$ cat src/rtl/traffic_pkg.sv
// traffic_pkg: shared definitions for the junction signal safety monitor.
// Holds the {red, amber, green} lamp codes, the monitor state encoding,
// the fault cause codes, the default timing parameters and small helpers
// used by the monitor and its per-approach checker.
package traffic_pkg;

  // Lamp codes, bit order {red, amber, green}
  localparam logic [2:0] RED = 3'b100;
  localparam logic [2:0] AMB = 3'b010;
  localparam logic [2:0] GRN = 3'b001;
  localparam logic [2:0] OFF = 3'b000;

  // Monitor operating states
  typedef enum logic [1:0] {
    NORMAL  = 2'd0,
    ALL_RED = 2'd1,
    FLASH   = 2'd2
  } mon_state_e;

  // Fault causes; a lower number has higher priority
  localparam logic [2:0] FC_NONE        = 3'd0;
  localparam logic [2:0] FC_CONFLICT    = 3'd1;
  localparam logic [2:0] FC_ILLEGAL     = 3'd2;
  localparam logic [2:0] FC_SKIP_AMBER  = 3'd3;
  localparam logic [2:0] FC_SHORT_AMBER = 3'd4;

  // Default timing
  localparam int MIN_AMBER_DEF   = 2;
  localparam int ALL_RED_CYC_DEF = 4;
  localparam int FLASH_HALF_DEF  = 2;
  localparam int INVALID_TOL_DEF = 1;

  // A lamp code is legal only when exactly one lamp is lit
  function automatic logic lamp_is_legal(input logic [2:0] code);
    logic legal;
    case (code)
      RED, AMB, GRN: legal = 1'b1;
      default:       legal = 1'b0;
    endcase
    return legal;
  endfunction

  // Failsafe flash pattern: main approaches blink amber, side road blinks red
  function automatic logic [2:0] flash_lamp(input logic is_side, input logic lit);
    logic [2:0] code;
    if (!lit) begin
      code = OFF;
    end else if (is_side) begin
      code = RED;
    end else begin
      code = AMB;
    end
    return code;
  endfunction

endpackage

$ cat src/rtl/signal_safety_monitor_if.sv
// signal_safety_monitor_if: lamp bus between the light-sequencing controller,
// the safety monitor and the physical lamp drivers.
//   light_*_in  : controller lamp codes (M1, M2, MT, ST)
//   clear_fault : single-cycle operator clear request
//   lamp_*      : lamp codes actually driven
//   fault       : sticky fault flag
//   fault_code  : first fault cause, 0 = none
//   fault_cnt   : saturating fault-entry count, only with SIGNAL_SAFETY_FAULT_CNT_EN
// master = controller/operator side, slave = monitor.
interface signal_safety_monitor_if;
  logic [2:0] light_M1_in;
  logic [2:0] light_M2_in;
  logic [2:0] light_MT_in;
  logic [2:0] light_ST_in;
  logic       clear_fault;
  logic [2:0] lamp_M1;
  logic [2:0] lamp_M2;
  logic [2:0] lamp_MT;
  logic [2:0] lamp_ST;
  logic       fault;
  logic [2:0] fault_code;
`ifdef SIGNAL_SAFETY_FAULT_CNT_EN
  logic [7:0] fault_cnt;
`endif

  modport master (
    output light_M1_in, light_M2_in, light_MT_in, light_ST_in, clear_fault,
    input  lamp_M1, lamp_M2, lamp_MT, lamp_ST, fault, fault_code
`ifdef SIGNAL_SAFETY_FAULT_CNT_EN
    , input fault_cnt
`endif
  );

  modport slave (
    input  light_M1_in, light_M2_in, light_MT_in, light_ST_in, clear_fault,
    output lamp_M1, lamp_M2, lamp_MT, lamp_ST, fault, fault_code
`ifdef SIGNAL_SAFETY_FAULT_CNT_EN
    , output fault_cnt
`endif
  );

endinterface

$ cat src/rtl/amber_checker.sv
// amber_checker: per-approach sequence checker.
// Keeps the last legal lamp code, a saturating consecutive-amber counter and
// an illegal-code run timer, and flags the current input against them.
//   clk, rst    : clock, synchronous active-high reset
//   reload      : forces history to RED and clears counters (used outside NORMAL)
//   code_in     : current controller lamp code
//   skip_amber  : GRN->RED or AMB->GRN
//   short_amber : AMB->RED after fewer than MIN_AMBER amber cycles
//   illegal     : illegal code held beyond INVALID_TOL cycles
//   drive_code  : code to drive: the input if legal, else the last legal code
module amber_checker
  import traffic_pkg::*;
#(
  parameter int MIN_AMBER   = MIN_AMBER_DEF,
  parameter int INVALID_TOL = INVALID_TOL_DEF
) (
  input  logic       clk,
  input  logic       rst,
  input  logic       reload,
  input  logic [2:0] code_in,
  output logic       skip_amber,
  output logic       short_amber,
  output logic       illegal,
  output logic [2:0] drive_code
);

  localparam int AW = $clog2(MIN_AMBER + 2);
  localparam int IW = $clog2(INVALID_TOL + 2);
  localparam logic [AW-1:0] AMB_MAX = AW'(MIN_AMBER);
  localparam logic [IW-1:0] ILL_MAX = IW'(INVALID_TOL);

  logic [2:0]    prev_r;
  logic [AW-1:0] amb_cnt_r;
  logic [IW-1:0] ill_cnt_r;
  logic          legal_s;
  logic          skip_s;
  logic          short_s;
  logic          ill_s;
  logic [2:0]    drive_s;

  assign legal_s = lamp_is_legal(code_in);

  // History of the last legal code, amber run length and illegal run length
  always_ff @(posedge clk) begin
    if (rst || reload) begin
      prev_r    <= RED;
      amb_cnt_r <= {AW{1'b0}};
      ill_cnt_r <= {IW{1'b0}};
    end else begin
      // an illegal code never enters history, so the lamp can keep holding it
      if (legal_s) begin
        prev_r <= code_in;
      end else begin
        prev_r <= prev_r;
      end
      if (code_in == AMB) begin
        if (amb_cnt_r != AMB_MAX) begin
          amb_cnt_r <= amb_cnt_r + AW'(1);
        end
      end else begin
        amb_cnt_r <= {AW{1'b0}};
      end
      if (!legal_s) begin
        if (ill_cnt_r != ILL_MAX) begin
          ill_cnt_r <= ill_cnt_r + IW'(1);
        end
      end else begin
        ill_cnt_r <= {IW{1'b0}};
      end
    end
  end

  // Transition checks of the current input against history
  always_comb begin
    skip_s  = 1'b0;
    short_s = 1'b0;
    ill_s   = 1'b0;
    drive_s = prev_r;
    if (legal_s) begin
      drive_s = code_in;
      skip_s  = ((prev_r == GRN) && (code_in == RED)) ||
                ((prev_r == AMB) && (code_in == GRN));
      short_s = (prev_r == AMB) && (code_in == RED) && (amb_cnt_r < AMB_MAX);
    end else begin
      // ill_cnt_r counts earlier illegal cycles: fire on cycle INVALID_TOL+1
      ill_s = (ill_cnt_r >= ILL_MAX);
    end
  end

  assign skip_amber  = skip_s;
  assign short_amber = short_s;
  assign illegal     = ill_s;
  assign drive_code  = drive_s;

endmodule

$ cat src/rtl/signal_safety_monitor.sv
// signal_safety_monitor: safety monitor between the light-sequencing
// controller and the physical lamps.
//   clk, rst : clock, synchronous active-high reset
//   bus      : signal_safety_monitor_if.slave (controller lamp codes and
//              clear_fault in; driven lamps, fault, fault_code out)
// In NORMAL the lamps are a registered copy of the inputs. Conflicting
// greens, illegal codes and amber timing violations latch the first fault
// cause, force all-red for ALL_RED_CYC cycles, then flash until an operator
// clear arrives while all inputs are RED.
// Optional build macro SIGNAL_SAFETY_FAULT_CNT_EN adds bus.fault_cnt, a
// saturating count of fault entries cleared only by rst.
module signal_safety_monitor
  import traffic_pkg::*;
#(
  parameter int MIN_AMBER   = MIN_AMBER_DEF,
  parameter int ALL_RED_CYC = ALL_RED_CYC_DEF,
  parameter int FLASH_HALF  = FLASH_HALF_DEF,
  parameter int INVALID_TOL = INVALID_TOL_DEF
) (
  input logic                    clk,
  input logic                    rst,
  signal_safety_monitor_if.slave bus
);

  localparam int TMAX = (ALL_RED_CYC > FLASH_HALF) ? ALL_RED_CYC : FLASH_HALF;
  localparam int TW   = $clog2(TMAX + 1);

  // Approach index: 0 = M1, 1 = M2, 2 = MT, 3 = ST
  logic [2:0]  in_s    [4];
  logic [2:0]  drive_s [4];
  logic [2:0]  lamp_r  [4];
  logic [3:0]  skip_s;
  logic [3:0]  short_s;
  logic [3:0]  ill_s;
  logic        conflict_s;
  logic        all_red_s;
  logic        clear_ok_s;
  logic        reload_s;
  logic [2:0]  new_code_s;
  mon_state_e  state_r;
  logic [TW-1:0] tmr_r;
  logic        lit_r;
  logic        fault_r;
  logic [2:0]  code_r;

  assign in_s[0] = bus.light_M1_in;
  assign in_s[1] = bus.light_M2_in;
  assign in_s[2] = bus.light_MT_in;
  assign in_s[3] = bus.light_ST_in;

  // History is meaningless in the fault states; holding it at RED there makes
  // an accepted clear restart checking from a clean all-red history.
  assign reload_s = (state_r != NORMAL);

  for (genvar gi = 0; gi < 4; gi++) begin : g_chk
    amber_checker #(
      .MIN_AMBER   (MIN_AMBER),
      .INVALID_TOL (INVALID_TOL)
    ) u_chk (
      .clk         (clk),
      .rst         (rst),
      .reload      (reload_s),
      .code_in     (in_s[gi]),
      .skip_amber  (skip_s[gi]),
      .short_amber (short_s[gi]),
      .illegal     (ill_s[gi]),
      .drive_code  (drive_s[gi])
    );
  end

  assign conflict_s = ((in_s[3] == GRN) &&
                       ((in_s[0] == GRN) || (in_s[1] == GRN) || (in_s[2] == GRN))) ||
                      ((in_s[1] == GRN) && (in_s[2] == GRN));
  assign all_red_s  = (in_s[0] == RED) && (in_s[1] == RED) &&
                      (in_s[2] == RED) && (in_s[3] == RED);
  assign clear_ok_s = bus.clear_fault && all_red_s;

  // Fault priority encoder, lowest code wins
  always_comb begin
    new_code_s = FC_NONE;
    if (conflict_s) begin
      new_code_s = FC_CONFLICT;
    end else if (|ill_s) begin
      new_code_s = FC_ILLEGAL;
    end else if (|skip_s) begin
      new_code_s = FC_SKIP_AMBER;
    end else if (|short_s) begin
      new_code_s = FC_SHORT_AMBER;
    end else begin
      new_code_s = FC_NONE;
    end
  end

  // Monitor FSM with registered lamps, fault flag and fault code
  always_ff @(posedge clk) begin
    if (rst) begin
      state_r <= NORMAL;
      tmr_r   <= {TW{1'b0}};
      lit_r   <= 1'b0;
      fault_r <= 1'b0;
      code_r  <= FC_NONE;
      for (int i = 0; i < 4; i++) lamp_r[i] <= RED;
    end else begin
      case (state_r)
        NORMAL: begin
          if (new_code_s != FC_NONE) begin
            state_r <= ALL_RED;
            tmr_r   <= {TW{1'b0}};
            fault_r <= 1'b1;
            code_r  <= new_code_s;
            for (int i = 0; i < 4; i++) lamp_r[i] <= RED;
          end else begin
            for (int i = 0; i < 4; i++) lamp_r[i] <= drive_s[i];
          end
        end
        ALL_RED: begin
          // later faults are ignored here; the first cause stays latched
          if (tmr_r == TW'(ALL_RED_CYC - 1)) begin
            state_r <= FLASH;
            tmr_r   <= {TW{1'b0}};
            lit_r   <= 1'b1;
            for (int i = 0; i < 4; i++) lamp_r[i] <= flash_lamp(i == 3, 1'b1);
          end else begin
            tmr_r <= tmr_r + TW'(1);
          end
        end
        FLASH: begin
          if (clear_ok_s) begin
            // inputs are all RED here, so RED is also the 1-cycle-late copy
            state_r <= NORMAL;
            tmr_r   <= {TW{1'b0}};
            lit_r   <= 1'b0;
            fault_r <= 1'b0;
            code_r  <= FC_NONE;
            for (int i = 0; i < 4; i++) lamp_r[i] <= RED;
          end else if (tmr_r == TW'(FLASH_HALF - 1)) begin
            tmr_r <= {TW{1'b0}};
            lit_r <= ~lit_r;
            for (int i = 0; i < 4; i++) lamp_r[i] <= flash_lamp(i == 3, ~lit_r);
          end else begin
            tmr_r <= tmr_r + TW'(1);
          end
        end
        default: begin
          // unreachable encoding: fail safe into all-red with a fault raised
          state_r <= ALL_RED;
          tmr_r   <= {TW{1'b0}};
          fault_r <= 1'b1;
          for (int i = 0; i < 4; i++) lamp_r[i] <= RED;
        end
      endcase
    end
  end

  assign bus.lamp_M1    = lamp_r[0];
  assign bus.lamp_M2    = lamp_r[1];
  assign bus.lamp_MT    = lamp_r[2];
  assign bus.lamp_ST    = lamp_r[3];
  assign bus.fault      = fault_r;
  assign bus.fault_code = code_r;

`ifdef SIGNAL_SAFETY_FAULT_CNT_EN
  logic [7:0] fault_cnt_r;

  // Saturating count of NORMAL -> ALL_RED entries; survives clear_fault
  always_ff @(posedge clk) begin
    if (rst) begin
      fault_cnt_r <= 8'd0;
    end else if ((state_r == NORMAL) && (new_code_s != FC_NONE) &&
                 (fault_cnt_r != 8'd255)) begin
      fault_cnt_r <= fault_cnt_r + 8'd1;
    end else begin
      fault_cnt_r <= fault_cnt_r;
    end
  end

  assign bus.fault_cnt = fault_cnt_r;
`endif

endmodule

$ cat src/flat_wrapper.sv
// flat-port wrapper written by rule: the top's interface ports become plain ports
module signal_safety_monitor_flat import traffic_pkg::*;
#(
  parameter int MIN_AMBER   = MIN_AMBER_DEF,
  parameter int ALL_RED_CYC = ALL_RED_CYC_DEF,
  parameter int FLASH_HALF  = FLASH_HALF_DEF,
  parameter int INVALID_TOL = INVALID_TOL_DEF
)
  (clk, rst, bus_light_M1_in, bus_light_M2_in, bus_light_MT_in, bus_light_ST_in, bus_clear_fault, bus_lamp_M1, bus_lamp_M2, bus_lamp_MT, bus_lamp_ST, bus_fault, bus_fault_code);
  signal_safety_monitor_if bus_i ();
  input logic clk;
  input logic rst;
  input wire logic [$bits(bus_i.light_M1_in)-1:0] bus_light_M1_in;
  input wire logic [$bits(bus_i.light_M2_in)-1:0] bus_light_M2_in;
  input wire logic [$bits(bus_i.light_MT_in)-1:0] bus_light_MT_in;
  input wire logic [$bits(bus_i.light_ST_in)-1:0] bus_light_ST_in;
  input wire logic [$bits(bus_i.clear_fault)-1:0] bus_clear_fault;
  output wire logic [$bits(bus_i.lamp_M1)-1:0] bus_lamp_M1;
  output wire logic [$bits(bus_i.lamp_M2)-1:0] bus_lamp_M2;
  output wire logic [$bits(bus_i.lamp_MT)-1:0] bus_lamp_MT;
  output wire logic [$bits(bus_i.lamp_ST)-1:0] bus_lamp_ST;
  output wire logic [$bits(bus_i.fault)-1:0] bus_fault;
  output wire logic [$bits(bus_i.fault_code)-1:0] bus_fault_code;
  assign bus_i.light_M1_in = bus_light_M1_in;
  assign bus_i.light_M2_in = bus_light_M2_in;
  assign bus_i.light_MT_in = bus_light_MT_in;
  assign bus_i.light_ST_in = bus_light_ST_in;
  assign bus_i.clear_fault = bus_clear_fault;
  assign bus_lamp_M1 = bus_i.lamp_M1;
  assign bus_lamp_M2 = bus_i.lamp_M2;
  assign bus_lamp_MT = bus_i.lamp_MT;
  assign bus_lamp_ST = bus_i.lamp_ST;
  assign bus_fault = bus_i.fault;
  assign bus_fault_code = bus_i.fault_code;
  signal_safety_monitor #(.MIN_AMBER(MIN_AMBER), .ALL_RED_CYC(ALL_RED_CYC), .FLASH_HALF(FLASH_HALF), .INVALID_TOL(INVALID_TOL)) u_core (.clk(clk), .rst(rst), .bus(bus_i));
endmodule
$ cat config.mk
export PLATFORM = sky130hd
export DESIGN_NAME = signal_safety_monitor_flat
export DESIGN_NICKNAME = d
export VERILOG_FILES = /design/src/rtl/traffic_pkg.sv /design/src/rtl/signal_safety_monitor_if.sv /design/src/rtl/amber_checker.sv /design/src/rtl/signal_safety_monitor.sv /design/src/flat_wrapper.sv
export SDC_FILE = /design/constraint.sdc
export NUM_CORES = 1
export LEC_CHECK = 0
export ABC_AREA = 1
export ABC_CLOCK_PERIOD_IN_PS = 2100
export CAP_MARGIN = 40
export CORE_UTILIZATION = 49
export DETAILED_ROUTE_END_ITERATION = 6
export HOLD_SLACK_MARGIN = 0.05
export PLACE_DENSITY_LB_ADDON = 0.3
export SYNTH_ARGS = -nofsm -noshare
export SYNTH_HDL_FRONTEND = slang
export SYNTH_SLANG_ARGS = --single-unit
$ cat constraint.sdc
create_clock -name clk -period 2.1 [get_ports clk]
set_input_delay 0.315 -clock clk [delete_from_list [all_inputs] [get_ports clk]]
set_output_delay 0.315 -clock clk [all_outputs]
set_load 0.02 [all_outputs]
---- Word-level counts from Yosys, hierarchy flattened ----
Memories as Yosys holds them, arrays and structs flattened.
Cells that the tools add are included.
storage, ports and cells
  memories ................................ 1
  memory bits (writable) .................. 12
  word-level logic and storage cells ...... 265
  ROM bits ................................ 0
  flip-flop bits (word level) ............. 38
  output and inout bits ................... 16
  bits in latches ......................... 0
operators by class
  bitwise operators ....................... 30
  div/mod/pow operators ................... 0
  reductions and logical operators ........ 55
  eq/ne operators ......................... 36
  multiply operators ...................... 0
  $add $sub $neg .......................... 9
  muxes and demuxes ....................... 109
  shifts and indexed selects .............. 0
  $lt $le $gt $ge ......................... 8
memory list
  memory         depth  width  rd ports  clocked after memory_dff  wr ports  RTL line                     source
  u_core.lamp_r  4      3      4         0                         4         signal_safety_monitor.sv:31  logic [2:0] lamp_r [4];
operator list
  operator                                                                count
  3-bit two-way mux                                                       53
  1-bit two-way mux                                                       47
  3-bit by 1-bit == test with 1-bit output (second input constant)        9
  3-bit by 2-bit == test with 1-bit output (second input constant)        9
  1-bit bitwise OR                                                        24
  1-bit logical AND                                                       22
  2-bit by 1-bit adder with 2-bit output (second input constant)          8
  2-bit OR reduction                                                      8
  3-bit OR reduction                                                      5
  2-bit by 1-bit != test with 1-bit output (second input constant)        7
  3-bit == test (second input constant)                                   4
  3-bit AND reduction                                                     4
  4-bit OR reduction                                                      3
  3-bit case mux with 3 select lines                                      1
  2-bit by 1-bit >= comparator with 1-bit output (second input constant)  4
  1-bit logical OR                                                        8
  2-bit < comparator (second input constant)                              4
  2-bit two-way mux                                                       4
  2-bit != test (second input constant)                                   4
  1-bit NOT                                                               6
  2-bit case mux with 3 select lines                                      1
  3-bit case mux with 2 select lines                                      1
  2-bit nonzero test                                                      3
  3-bit by 1-bit adder with 3-bit output (second input constant)          1
  other kinds (7)                                                         7

---- Depth between registers and ports, before layout ----
  depth after elaboration ................. 20
  mapped depth ............................ 16
  gate-level depth less buffers ........... 16

---- By module ----
A second synthesis with hierarchy kept.
unflattened totals
  cells, all modules ...................... 460
  area total of the unflattened synthesis .. 3360.7 sq um
by module, submodules not included
  module                                      instances  area an instance (sq um)  cells an instance
  signal_safety_monitor                       1          1715.4                    259
  amber_checker at u_core.g_chk[0].u_chk ...  3          417.9                     50
  amber_checker at u_core.g_chk[3].u_chk      1          391.6                     51

---- Worst setup path before layout ----
No wires, ideal clock.
  kind .................................... register to register
  from .................................... register u_core.state_r[0]
  to ...................................... memory u_core.lamp_r[1][0], data pin
  buffers on the path ..................... 1
  cell stages (with the launch flop) ...... 9
  setup slack ............................. 0.221 ns
  arrival time ............................ 1.721 ns
  period minus slack after synthesis ...... 1.879 ns
  path through ............................ dfxtp_1 > inv_1 > ha_1 > inv_1 > nor2_1 > inv_1 > buf_2 > or2_2 > nor3_1
RTL lines
  element                   RTL line                      source
  start: declaration        signal_safety_monitor.sv:40   mon_state_e state_r;
  start signal: assignment  signal_safety_monitor.sv:97   state_r <= NORMAL;
  start signal: assignment  signal_safety_monitor.sv:107  state_r <= ALL_RED;
  start signal: assignment  signal_safety_monitor.sv:119  state_r <= FLASH;
  end: declaration          signal_safety_monitor.sv:31

==> summary.md <==
| Metric | Value |
|---|---|
| Cells after Synth | 425 |
| Initial DRC Count | 217 |
| Number of synthesized register bits | 50 |
| Antenna violations before repair | 0 |
| Clock skew | 0.00567 ns |
| Pins Over Slew Limit | 0 |
| Buffers on Ports | 30 |
| CTS clock-pin slew for the worst setup and hold paths | 0.09 ns |
| Leading area contributor after synthesis | dfxtp_1 |
| Share of the synthesized area in the top cell type | 30.8% |
| Layout cell share with drive strength beyond 1 | 26.8% |
| Synthesized Nets | 460 |
| Setup TNS | 0 ns |
| Clock Latency Late Sink | 0.31 ns |
| DRT antenna net count | 0 |
| Root Driver | clkbuf_8 |
| Outcome | finished clean |
| Count leader, synth | nand2_1 |
| Synth cell count leaders | 83 x nand2_1, 65 x inv_1, 47 x dfxtp_1 |
| First-pass GRT wire length | 12.8 mm |
| Kind of critical path | primary input to flip-flop |
| Synth Area per Inst | 7.19 sq um |
| Final setup fails | 0 |
| Crit path max-delay cell type | clkdlybuf4s50_1 |
| Vias post-DR | 3148 |
| DR WL/cell | 13.4 microns |
| Post-synth EDFFs | 3 |
| Fin. Hold Viols | 0 |
| Worst EP required | 2.31 ns |
| Peak supply drop | 0.599 mV |
| Period utilisation layout | 93.2% |
| Setup crit end kind | flip-flop |
| Num CTS Buffers | 5 |
| CTS tree | built |
| Max Buffers Root-to-Sink | 2 |
| Max Fanout on Critical Path | 7 |
| Placed Cells | 591 |
| CTS Hold Bufs | 0 |
| Post-synth ARST share | 0% |
| Top FF cell, synth | dfxtp_1 |
| Layout area overhead | 36.2% |
| Ant. Diodes | 0 |
| Non-filler cells, final | 601 |
| Clock sinks | 50 |
| GPL Wtd Cong | 0.955 |
| WL final | 8.04 mm |
| Slew of the pin with the lowest slew margin | 0.434 ns |
| Post-Place Setup Slack | -0.319 ns |
| Worst path max stage delay | 0.68 ns |
| Area of the die | 6550 sq um |
| PnR worst setup slack | 0.142 ns |
| Vias in the first global route | 2878 |
| RSZ-0062 raised after global routing | false |
| Slew HR | 71.1% |
| Final HPWL DP | 6.33 mm |
| Die Width | 81.0 microns |
| Fmax | 511 MHz |
| Final net count | 561 |
| Top cells by area, synth | dfxtp_1 31%, nand2_1 10%, ha_1 8.2% |
| Site Rows | 28 |
| Synthesized cell area | 3050 sq um |
| Core Area | 5960 sq um |
| Crit-path cells | clkdlybuf4s50_1 > clkinv_1 > nand4_1 > nand3_2 > nor2_2 > nand2_1 > nand2_1 > o22ai_1 > nor2_1 > nand2_1 |
| Starting Density | 51.3% |
| Setup crit start kind | primary input |
| Fin Hold WS | 0.410 ns |
| DR DRC count | 0 |
| Tmin final | 1.96 ns |
| Final core occ | 69.9% |
| Netlist cell types | 37 |
| LEAKAGE | 0.00212 uW |
| Pwr/cell area | 885 nW/um^2 |
| Io pins | 31 |
| Arrival @ worst endpoint | 2.17 ns |
| Htree depth | 2 |
| Via-to-Cell Ratio | 5.24 |
| Pin count of the biggest net entering global routing | 14 |
| Maxcap violations | 0 |
| Top cell by count, worst path | nand2_1 |
| Yosys warnings | 0 |
| Sequential element share of the synthesized area | 33.8% |
| Grt ovf | 0 |
| Tot GR Track Use | 25.4% |
| DR pass1 iterations | 5 |
| Die span in y | 81.0 microns |
| Worst min path class | primary input to flip-flop |
## repair_timing
item / CTS / global route
buffers inserted: 0 / 3
endpoints found under the setup margin: 0 / 23
resized for setup: 0 / 43
## path summary, 6_finish.rpt
kind                                                    startpoint                                 end  slack, ns  depth (start not counted)
worst max register to register                   u_core.state_r[0]                 u_core.lamp_r[3][2]       0.16                          9
worst min-delay path                            bus_light_MT_in[1]  u_core.g_chk[2].u_chk.amb_cnt_r[0]       0.41                          3
worst max-delay path                                           rst                 u_core.lamp_r[2][1]       0.14                         10
worst min register to register  u_core.g_chk[3].u_chk.ill_cnt_r[1]  u_core.g_chk[3].u_chk.ill_cnt_r[1]       0.46                          2
## registers in the layout, summed over array words and instances (netlist names), 2 cells and up
name	flops
u_core.g_chk.u_chk.prev_r	12
u_core.g_chk.u_chk.amb_cnt_r	8
u_core.lamp_r	12
u_core.g_chk.u_chk.ill_cnt_r	8
u_core.tmr_r	3
u_core.state_r	2
u_core.bus.fault_code	3
## layer usage
metal | vias to the layer above | track usage, % | share of wire (%)
met5 | - | 0 | 0
met4 | 0 | 8.21 | 1.6
met3 | 14 | 4.16 | 5.0
met1 | 1459 | 33.7 | 45
met2 | 101 | 41.7 | 48
li1 | 1574 | - | -
## area by class of cell
class | count | area (sq um)
Clock buffer | 7 | 76.3
Fill cell | 482 | 1800
Inverter | 74 | 280
Multi-Input combinational cell | 297 | 1830
Sequential cell | 50 | 1030
Tap cell | 75 | 93.8
Timing Repair Buffer | 98 | 848
## layout by cell type, fill, tap and decap left out, types with 3 or more instances in the layout
cell type         n
nor2_4            4
xor2_1            5
nand2_2          10
nand3_2           9
edfxtp_1          3
a21oi_1          23
nand3_4           3
ha_1             20
nor3_1           13
nor2_1           42
inv_2             9
dlymetal6s2s_1   12
o22ai_1           3
clkdlybuf4s50_1  18
o21ai_0          10
nand3_1          23
dfxtp_1          47
inv_1            63
nand4_1          16
buf_4            66
nand2_1          77
a21oi_2           3
clkbuf_8          5
nor2_2           11
nand2_4           5
## cells by family after synthesis
group,synth area share (%)
muxes,0.328
xor gates and xnor gates,1.43
and+or+nand+nor,37.4
DFF,33.8
AOI/OAI and AO/OA,9.14
adders and majority gates,8.19
buffers and inverters,9.79
## critical path: cells and delay by family
family,cells,cell delay [ns]
buf+inv,2,0.94
simple gates,7,0.82
compound gates,1,0.08
## where the power goes
part,leakage (uW),internal [uW],switching [uW]
Combinational,0.00166,828,1060
Sequential,0.000415,1130,107
Clock,0.0000383,231,323
Total,0.00212,2190,1490
## metrics by stage
step / power, uW / area (sq um)
finish: 3680 / 4160
detailed placement: 2980 / 3920
floorplan: 2300 / 3050
global route: 3930 / 4160
CTS: 3530 / 3990
global placement: 2930 / 3920
(Power assumes the default switching activity.)
==> patch: new RTL, same settings <==
Encoding of `mon_state_e`: now one-hot (3 bits for 3 states).
--- a/src/rtl/traffic_pkg.sv
+++ b/src/rtl/traffic_pkg.sv
@@ -11,10 +11,10 @@
   localparam logic [2:0] OFF = 3'b000;
 
   // Monitor operating states
-  typedef enum logic [1:0] {
-    NORMAL  = 2'd0,
-    ALL_RED = 2'd1,
-    FLASH   = 2'd2
+  typedef enum logic [2:0] {
+    NORMAL  = 3'b001,
+    ALL_RED = 3'b010,
+    FLASH   = 3'b100
   } mon_state_e;
 
   // Fault causes; a lower number has higher priority
Check against the original RTL: same outputs for any inputs over 10 cycles, from zero or initial values and one cycle with rst high; not proved beyond that.
==> patch against the unedited design <==
Critical path depth is 4 higher. Power is 2.8% higher. Wire length is 9.5% lower. Global-route usage is 1.4 points lower. Cell count is 2.2% lower. Synthesized area is 0.86% lower. Die area is 0.84% lower. Setup slack worse by 0.014 ns. Sequential cell count is 1 higher. Cell area is 6.3% lower. Largest cell class unchanged.
==> patch: results (changes against the unedited design) <==
[status]
status=finished clean  ; unchanged

[synthesis]
synth_fa_ha_area_share_pct=6.61  ; was 8.19%
synth_edf_count=3  ; unchanged
ys_types=40  ; was 37
synthesis.nets=463  ; was 460
avgSynthCellArea_um2=7.01  ; was 7.19 um2
synth_common_cells=nand2_1 (89), inv_1 (65), nor2_1 (53)  ; was nand2_1 (83), inv_1 (65), dfxtp_1 (47)
seq_area_frac_synth_pct=34.7  ; was 33.8%
synth_xor_area_share_pct=1.45  ; was 1.43%
synth_area_leaders=dfxtp_1 (32%), nand2_1 (11%), inv_1 (8.1%)  ; was dfxtp_1 (31%), nand2_1 (10%), ha_1 (8.2%)
synth-compound-area-share_pct=10.0  ; was 9.14%
synthMuxAreaShare_pct=0.331  ; was 0.328%
ys_async_sr_fraction_pct=0  ; unchanged

[final_layout]
finalNetCount=543  ; was 561
drive_gt1_share_pct=21.8  ; was 26.8%

[drt]
avgRoutedWirePerCell_um=12.4  ; was 13.4 um
vias=2910  ; was 3148
first_pass_iters=4  ; was 5
drt_wl_total_um=7270  ; was 8040 um
drtIter0Drc=123  ; was 217

[sta]
slew_headroom_pct=75.3  ; was 71.1%
finClkSkew_ns=0.0125  ; was 0.00567 ns

[pwr]
power.leakage_nw=1.96  ; was 2.12 nW
vdd.ir_drop.worst_v=0.000704  ; was 0.000599 V
p_sw_w=0.00160  ; was 0.00149 W

[worst_hold_path]
hold_path.class=reg2reg  ; was in2reg

[global_route]
use_met3_pct=5.34  ; was 4.16%
grt_first_pass_wirelength_um=11900  ; was 12800 um
grt_start_max_net_pins=19  ; was 14
met1_usage_pct=28.9  ; was 33.7%
track_usage_pct=23.9  ; was 25.4%
gr-usage-met2_pct=42.0  ; was 41.7%
grt_pass1_vias=2721  ; was 2878

[cts]
insertion_delay_ns=0.33  ; was 0.31 ns
cts_buffer_depth=2  ; unchanged
cts_root_buf=clkbuf_8  ; unchanged

[placed_design]
dp_cells=577  ; was 591
place.gp.congestion=0.902  ; was 0.955
dpl.hpwl_um=5740  ; was 6330 um

[critical_path]
crit_arrival_ns=2.20  ; was 2.17 ns
critPathMaxFanout=6  ; was 7

==> patch: changes by cell type after synthesis, moves of 3 or more <==
cell      change
nand4_1      -14
inv_2        +12
nor2_1        +7
nand2_1       +6
nor3_1        -5
a21oi_1       +4
ha_1          -4
nand3b_1      +4
nand2_4       -3
nand3_2       +3
nor2_4        +3
==> patch: per-layer routing <==
| metal | vias to the layer above | wire [um] |
|---|---|---|
| met2 | 51 | 3500 |
| met1 | 1317 | 3380 |
| met3 | 11 | 272 |
| li1 | 1531 | - |
| met4 | 0 | 114 |
| met5 | - | 0 |
==> patch: cells by family (layout without fill, tap and decap cells) <==
family	after synthesis	in the layout
and+or+nand+nor	218	218
adders and majority gates	16	16
DFF	51	51
xor gates and xnor gates	5	5
AOI/OAI and AO/OA	53	53
buffers and inverters	88	169
muxes	1	1
==> patch: layout make-up <==
cell class,instances,area (um2)
multi-input cells,293,1680
well taps,75,93.8
fillers,539,2060
inverters,85,319
repair buffers,76,661
clock inverters,3,26.3
clock buffers,5,68.8
flip-flops and latches,51,1050
==> patch: path summary, 6_finish.rpt <==
path              cells after the start  slack, ns                        to                startpoint
setup reg to reg                     11       0.23       u_core.lamp_r[3][0]           u_core.tmr_r[0]
hold reg to reg                       2       0.45  u_core.bus.fault_code[2]  u_core.bus.fault_code[2]
setup / recovery                     14       0.13       u_core.lamp_r[0][1]        bus_light_MT_in[1]
hold / removal                        2       0.45  u_core.bus.fault_code[2]  u_core.bus.fault_code[2]
==> patch: repair_timing <==
action	in CTS	in global routing
resized for setup	0	12
buffers inserted	0	3
endpoints found under the setup margin	0	6
==> patch: worst max-delay path, cell delays in order <==
cell and delay (ns):
clkdlybuf4s50_1 0.54, inv_2 0.08, nand3_2 0.14, nor2_1 0.07, nor2_1 0.12, nand2_1 0.10
nor2_4 0.12, nand4_4 0.18, nor2_4 0.22, nor2_4 0.06, nand2_1 0.07, nand2_1 0.06
nor2_2 0.08, nor2_2 0.04
==> patch: power groups by stage <==
| stage | clock [W] | sequential [W] | combinational [W] |
|---|---|---|---|
| detailed placement | 0 | 0.00134 | 0.00181 |
| global route | 0.000676 | 0.00134 | 0.00204 |
| global placement | 0 | 0.00133 | 0.00178 |
| floorplan | 0 | 0.00143 | 0.00105 |
| finish | 0.000629 | 0.00131 | 0.00184 |
| CTS | 0.000643 | 0.00131 | 0.00182 |
==> patch: stage by stage <==
step	TNS [ns]	instance area (um2)	utilization, %	power, W	setup slack, ns
CTS	0	3830	64.2	0.00378	0.108
detailed placement	-3.19	3730	62.6	0.00315	-0.235
floorplan	0	3030	-	0.00248	0.500
finish	0	3900	65.5	0.00378	0.128
global route	0	3900	65.5	0.00406	0.0115
global placement	-1.96	3730	62.6	0.00310	-0.168
